[config.mk]
export PLATFORM = sky130hd
export DESIGN_NAME = mole_scheduler
export DESIGN_NICKNAME = d
export VERILOG_FILES = /design/src/rtl/mole_scheduler.sv
export SDC_FILE = /design/constraint.sdc
export NUM_CORES = 1
export LEC_CHECK = 0
export CORE_UTILIZATION = 40
export CTS_CLUSTER_SIZE = 30
export DETAILED_ROUTE_END_ITERATION = 16
export GPL_TIMING_DRIVEN = 0
export HOLD_SLACK_MARGIN = 0.1
export PLACE_DENSITY = 0.72
export SYNTH_ARGS = -nofsm -noshare
export SYNTH_HDL_FRONTEND = slang
export SYNTH_SLANG_ARGS = --single-unit
[constraint.sdc]
create_clock -name clk -period 3.4 [get_ports clk]
set_clock_uncertainty 0.2 [all_clocks]
set_input_delay 0.85 -clock clk [delete_from_list [all_inputs] [get_ports clk]]
set_output_delay 0.85 -clock clk [all_outputs]
set_load 0.01 [all_outputs]
[src/rtl/mole_scheduler.sv]
// Whack-a-Mole event scheduler: turns LFSR words into mole positions and
// up/gap durations, checks player hits and tracks score and misses.
module mole_scheduler #(
  parameter int NUM_HOLES = 8,
  parameter int RAND_W    = 10,
  parameter int MIN_UP    = 4,
  parameter int MIN_GAP   = 2,
  parameter int MAX_MISS  = 3,
  localparam int HW       = $clog2(NUM_HOLES)
) (
  input  logic                 clk,
  input  logic                 restart,
  input  logic                 tick,
  input  logic [RAND_W-1:0]    rand_in,
  input  logic                 start,
  input  logic                 hit_valid,
  input  logic [HW-1:0]        hit_hole,
  output logic [NUM_HOLES-1:0] mole_mask,
  output logic [7:0]           score,
  output logic [7:0]           miss_count,
  output logic                 busy,
  output logic                 game_over
);

  localparam int CNT_MAX = ((MIN_UP > MIN_GAP) ? MIN_UP : MIN_GAP) + 15;
  localparam int CW      = $clog2(CNT_MAX + 1);

  typedef enum logic [1:0] {
    IDLE = 2'd0,
    GAP  = 2'd1,
    UP   = 2'd2,
    OVER = 2'd3
  } state_t;

  state_t                 state_q, state_d;
  logic [CW-1:0]          gap_cnt_q, gap_cnt_d;
  logic [CW-1:0]          up_cnt_q, up_cnt_d;
  logic [HW-1:0]          hole_q, hole_d;
  logic [HW-1:0]          last_hole_q, last_hole_d;
  logic [7:0]             score_q, score_d;
  logic [7:0]             miss_q, miss_d;
  logic [NUM_HOLES-1:0]   mask_q, mask_d;
  logic                   busy_q, busy_d;
  logic                   over_q, over_d;

  logic [CW-1:0]          gap_load;
  logic [CW-1:0]          up_load;
  logic [HW-1:0]          hole_pick;
  logic [7:0]             miss_inc;

  // Load values and next-hole selection derived from the current LFSR word.
  always_comb begin
    gap_load  = CW'(MIN_GAP) + CW'(rand_in[3:0]);
    up_load   = CW'(MIN_UP) + CW'(rand_in[RAND_W-1 -: 4]);
    hole_pick = rand_in[HW-1:0];
    if (hole_pick == last_hole_q) begin
      hole_pick = hole_pick + HW'(1);
    end
    miss_inc  = miss_q + 8'd1;
  end

  // Next-state logic; registered outputs are decoded from the next state so
  // they line up with the new state one cycle after the transition edge.
  always_comb begin
    state_d     = state_q;
    gap_cnt_d   = gap_cnt_q;
    up_cnt_d    = up_cnt_q;
    hole_d      = hole_q;
    last_hole_d = last_hole_q;
    score_d     = score_q;
    miss_d      = miss_q;

    unique case (state_q)
      IDLE, OVER: begin
        if (start) begin
          score_d   = '0;
          miss_d    = '0;
          gap_cnt_d = gap_load;
          state_d   = GAP;
        end
      end
      GAP: begin
        if (tick) begin
          if (gap_cnt_q > CW'(1)) begin
            gap_cnt_d = gap_cnt_q - CW'(1);
          end else begin
            hole_d      = hole_pick;
            last_hole_d = hole_pick;
            up_cnt_d    = up_load;
            state_d     = UP;
          end
        end
      end
      UP: begin
        // A correct hit takes priority over an expiring tick in the same cycle.
        if (hit_valid && (hit_hole == hole_q)) begin
          score_d   = (score_q == 8'hFF) ? score_q : score_q + 8'd1;
          gap_cnt_d = gap_load;
          state_d   = GAP;
        end else if (tick) begin
          if (up_cnt_q > CW'(1)) begin
            up_cnt_d = up_cnt_q - CW'(1);
          end else begin
            miss_d = miss_inc;
            if (miss_inc == 8'(MAX_MISS)) begin
              state_d = OVER;
            end else begin
              gap_cnt_d = gap_load;
              state_d   = GAP;
            end
          end
        end
      end
      default: state_d = IDLE;
    endcase

    mask_d = (state_d == UP) ? (NUM_HOLES'(1) << hole_d) : '0;
    busy_d = (state_d == GAP) || (state_d == UP);
    over_d = (state_d == OVER);
  end

  // State and output registers with synchronous restart.
  always_ff @(posedge clk) begin
    if (restart) begin
      state_q     <= IDLE;
      gap_cnt_q   <= '0;
      up_cnt_q    <= '0;
      hole_q      <= '0;
      last_hole_q <= '0;
      score_q     <= '0;
      miss_q      <= '0;
      mask_q      <= '0;
      busy_q      <= 1'b0;
      over_q      <= 1'b0;
    end else begin
      state_q     <= state_d;
      gap_cnt_q   <= gap_cnt_d;
      up_cnt_q    <= up_cnt_d;
      hole_q      <= hole_d;
      last_hole_q <= last_hole_d;
      score_q     <= score_d;
      miss_q      <= miss_d;
      mask_q      <= mask_d;
      busy_q      <= busy_d;
      over_q      <= over_d;
    end
  end

  assign mole_mask  = mask_q;
  assign score      = score_q;
  assign miss_count = miss_q;
  assign busy       = busy_q;
  assign game_over  = over_q;

endmodule

==> results.cfg <==
[synth]
synth_seq_area_share_pct = 33.6
synth_edf_count = 0
syn-num-nets = 339
syn_area_mm2 = 0.00262
post-synth-top-count-cell = dfxtp_1
avgSynthCellArea_um2 = 8.55
async_flop_share_pct = 0
synth_ff_type = dfxtp_1
synthTopCellsByArea = dfxtp_1 34%, ha_1 6.7%, nor2_1 6.2%, nor2b_1 4.3%, mux2i_1 3.4%
synthCells = 307
synth_top_cell_area_share_pct = 33.6
ys_ff_latch = 44
synth_top_area_cell = dfxtp_1
synth_cell_types = 55
synthTopCellsByCount = 44 x dfxtp_1, 43 x nor2_1, 18 x nand2_1, 18 x nor2b_1, 15 x inv_1
ys_warn_count = 0

[global_route]
grt_pass1_wl_um = 9790
grt.overflow.total = 0
antenna_found_initial = 0
grt_start_max_net_pins = 16
grt.total_usage_pct = 17.0
grt_pass1_vias = 2164

[place]
portBuffers = 39
place.detailed.hpwl_um = 4120
globalplace.congestion = 0.814
dp.cells = 423

[finish]
nets = 385
drive_gt1_share_pct = 9.32
final_cells = 431
multiInputGateArea_mm2 = 0.00163
fillers = 604
register_area_um2 = 881
post-route-util_pct = 50.8
syn_to_final_growth_pct = 22.9
diodes = 0

[setup_path]
crit_fanout = 4
crit_arrival_ns = 2.91
worstRegToRegCells = 10
crit_path_start = hit_hole[0]
regToRegSetupSlack_ns = 0.60
timing.critical_path.from_type = primary input
worstPathRequired_ns = 3.39
critPathKind = primary input to flip-flop
endpoint = mole_mask[0]
r2r-end = mole_mask[0]
crit_path_end_kind = flip-flop
crit-reg2reg-launch = miss_count[1]

[outcome]
status = finished clean

[timing]
clock.fmax_mhz = 342
slew_viol_final = 0
maxSlewHeadroom_pct = 58.8
worst_pin_slew_ns = 0.617
min_period_ns = 2.92
holdWs_ns = 0.291
setup_tns_ns = 0
setup_viol = 0
hold_violations = 0
min_period_over_period_pct = 86.0
rsz0062_at_grt = false

[clock_tree]
cts.clk_slew.worst_paths_ns = 0.09
insertion_delay_ns = 0.31
root_buffer = clkbuf_8
clock_sinks = 44
numCtsBuffers = 5
cts_tree = yes
post_cts_buffers = 0
cts_resized = 0
clockBufferDepth = 2
h-tree-depth = 2
ctsHoldBuffers = 0

[power_and_ir_drop]
p_leak_nw = 1.17
power.density_mw_per_mm2 = 370
vdd_ir_drop_max_mv = 0.244

[detailed_routing]
via_per_inst = 5.39
vias = 2322
ant_nets = 0
detail_route.wl_per_cell_um = 12.9
drc_errors = 0
drt_iter0_markers = 103
wirelength_um = 5540
drt-pass1-iter-count = 4

[min_path]
min_path_type = flip-flop to flip-flop
worstHoldPathCells = 2

[die]
coreArea_mm2 = 0.00635
io_pins = 44
die_y_um = 83.0
initial_core_util_pct = 41.3
dieWidth_um = 83.0
num_rows = 29
die_area_mm2 = 0.00689

[job]
drv_cap = 0
-- placed cells by master (no fill, tap or decap), types with 3 or more instances in the layout --
master,Yosys,layout
dfxtp_1,44,44
nor2_1,43,43
clkdlybuf4s50_1,0,39
nand2_1,18,18
nor2b_1,18,18
inv_1,15,15
ha_1,14,14
a21oi_1,13,13
nor3_1,12,12
o21ai_0,11,11
nand2b_1,10,10
mux2i_1,9,9
xor2_1,9,9
xnor2_1,7,7
clkbuf_1,7,7
o22ai_1,7,7
buf_2,6,6
nand3_1,6,6
nand4_1,6,6
clkbuf_8,0,5
o32ai_1,4,4
and3_1,3,3
nand3b_1,3,3
nor3_2,3,3
-- worst min-delay path by stage --
| stage | start | to | slack, ns |
|---|---|---|---|
| 3_5_place_dp | up_cnt_q[1] | up_cnt_q[1] | 0.28 |
| 5_1_grt | gap_cnt_q[1] | gap_cnt_q[1] | 0.33 |
| 4_1_cts | up_cnt_q[1] | up_cnt_q[1] | 0.29 |
| 2_1_floorplan | up_cnt_q[1] | up_cnt_q[1] | 0.26 |
| 3_3_place_gp | up_cnt_q[1] | up_cnt_q[1] | 0.27 |
| 6_report | up_cnt_q[1] | up_cnt_q[1] | 0.29 |
-- power breakdown --
group	switching, mW	internal, mW	leakage, nW
logic	0.121	0.102	0.762
registers	0.0173	0.533	0.356
clock network	0.199	0.222	0.0548
-- critical path: stages --
cell and delay (ns):
clkdlybuf4s50_1 0.43, xnor2_1 0.29, and4_1 0.32, o21ai_0 0.14
o221ai_1 0.30, inv_1 0.09, ha_1 0.20, or3b_4 0.26
nor3_2 0.04
-- registers in the layout (all words and copies together) (netlist names) --
signal       flops
busy             1
game_over        1
gap_cnt_q        5
hole_q           3
last_hole_q      3
miss_count       8
mole_mask        8
score            8
state_q          2
up_cnt_q         5
-- routing by layer --
layer	routed length [um]	up-vias	share of wire [%]	global-route usage (%)
met5	0	-	0	0
met4	84	0	1.5	5.64
met3	203	6	3.7	2.78
li1	-	1165	-	-
met2	2700	41	49	28.8
met1	2550	1110	46	21.9
-- cells by family after synthesis --
| kind of cell | synth area share (%) |
|---|---|
| AOI/OAI and AO/OA | 18.2 |
| xor gates and xnor gates | 5.34 |
| adders and majority gates | 6.68 |
| buffers and inverters | 4.29 |
| DFF | 33.6 |
| muxes | 4.43 |
| and+or+nand+nor | 27.5 |
-- final cells by class --
cell class                 instances  share of cell area [%]
buffer                            13                    1.75
clock buffer                       5                    2.13
inverter                          15                    1.75
sequential                        44                    27.3
timing repair buffer              39                    12.1
multi-input combinational        235                    50.5
clock inverter                     3                    1.44
tap                               77                    2.99
-- stage by stage --
step           worst slack, ns  power (mW)  area, um^2
6_report                 0.478        1.19        3230
5_1_grt                  0.307        1.26        3230
4_1_cts                  0.451        1.20        3230
3_5_place_dp             0.161       0.784        3110
3_3_place_gp             0.176       0.779        3110
2_1_floorplan            0.684       0.725        2620
(Power assumes the default switching activity.)
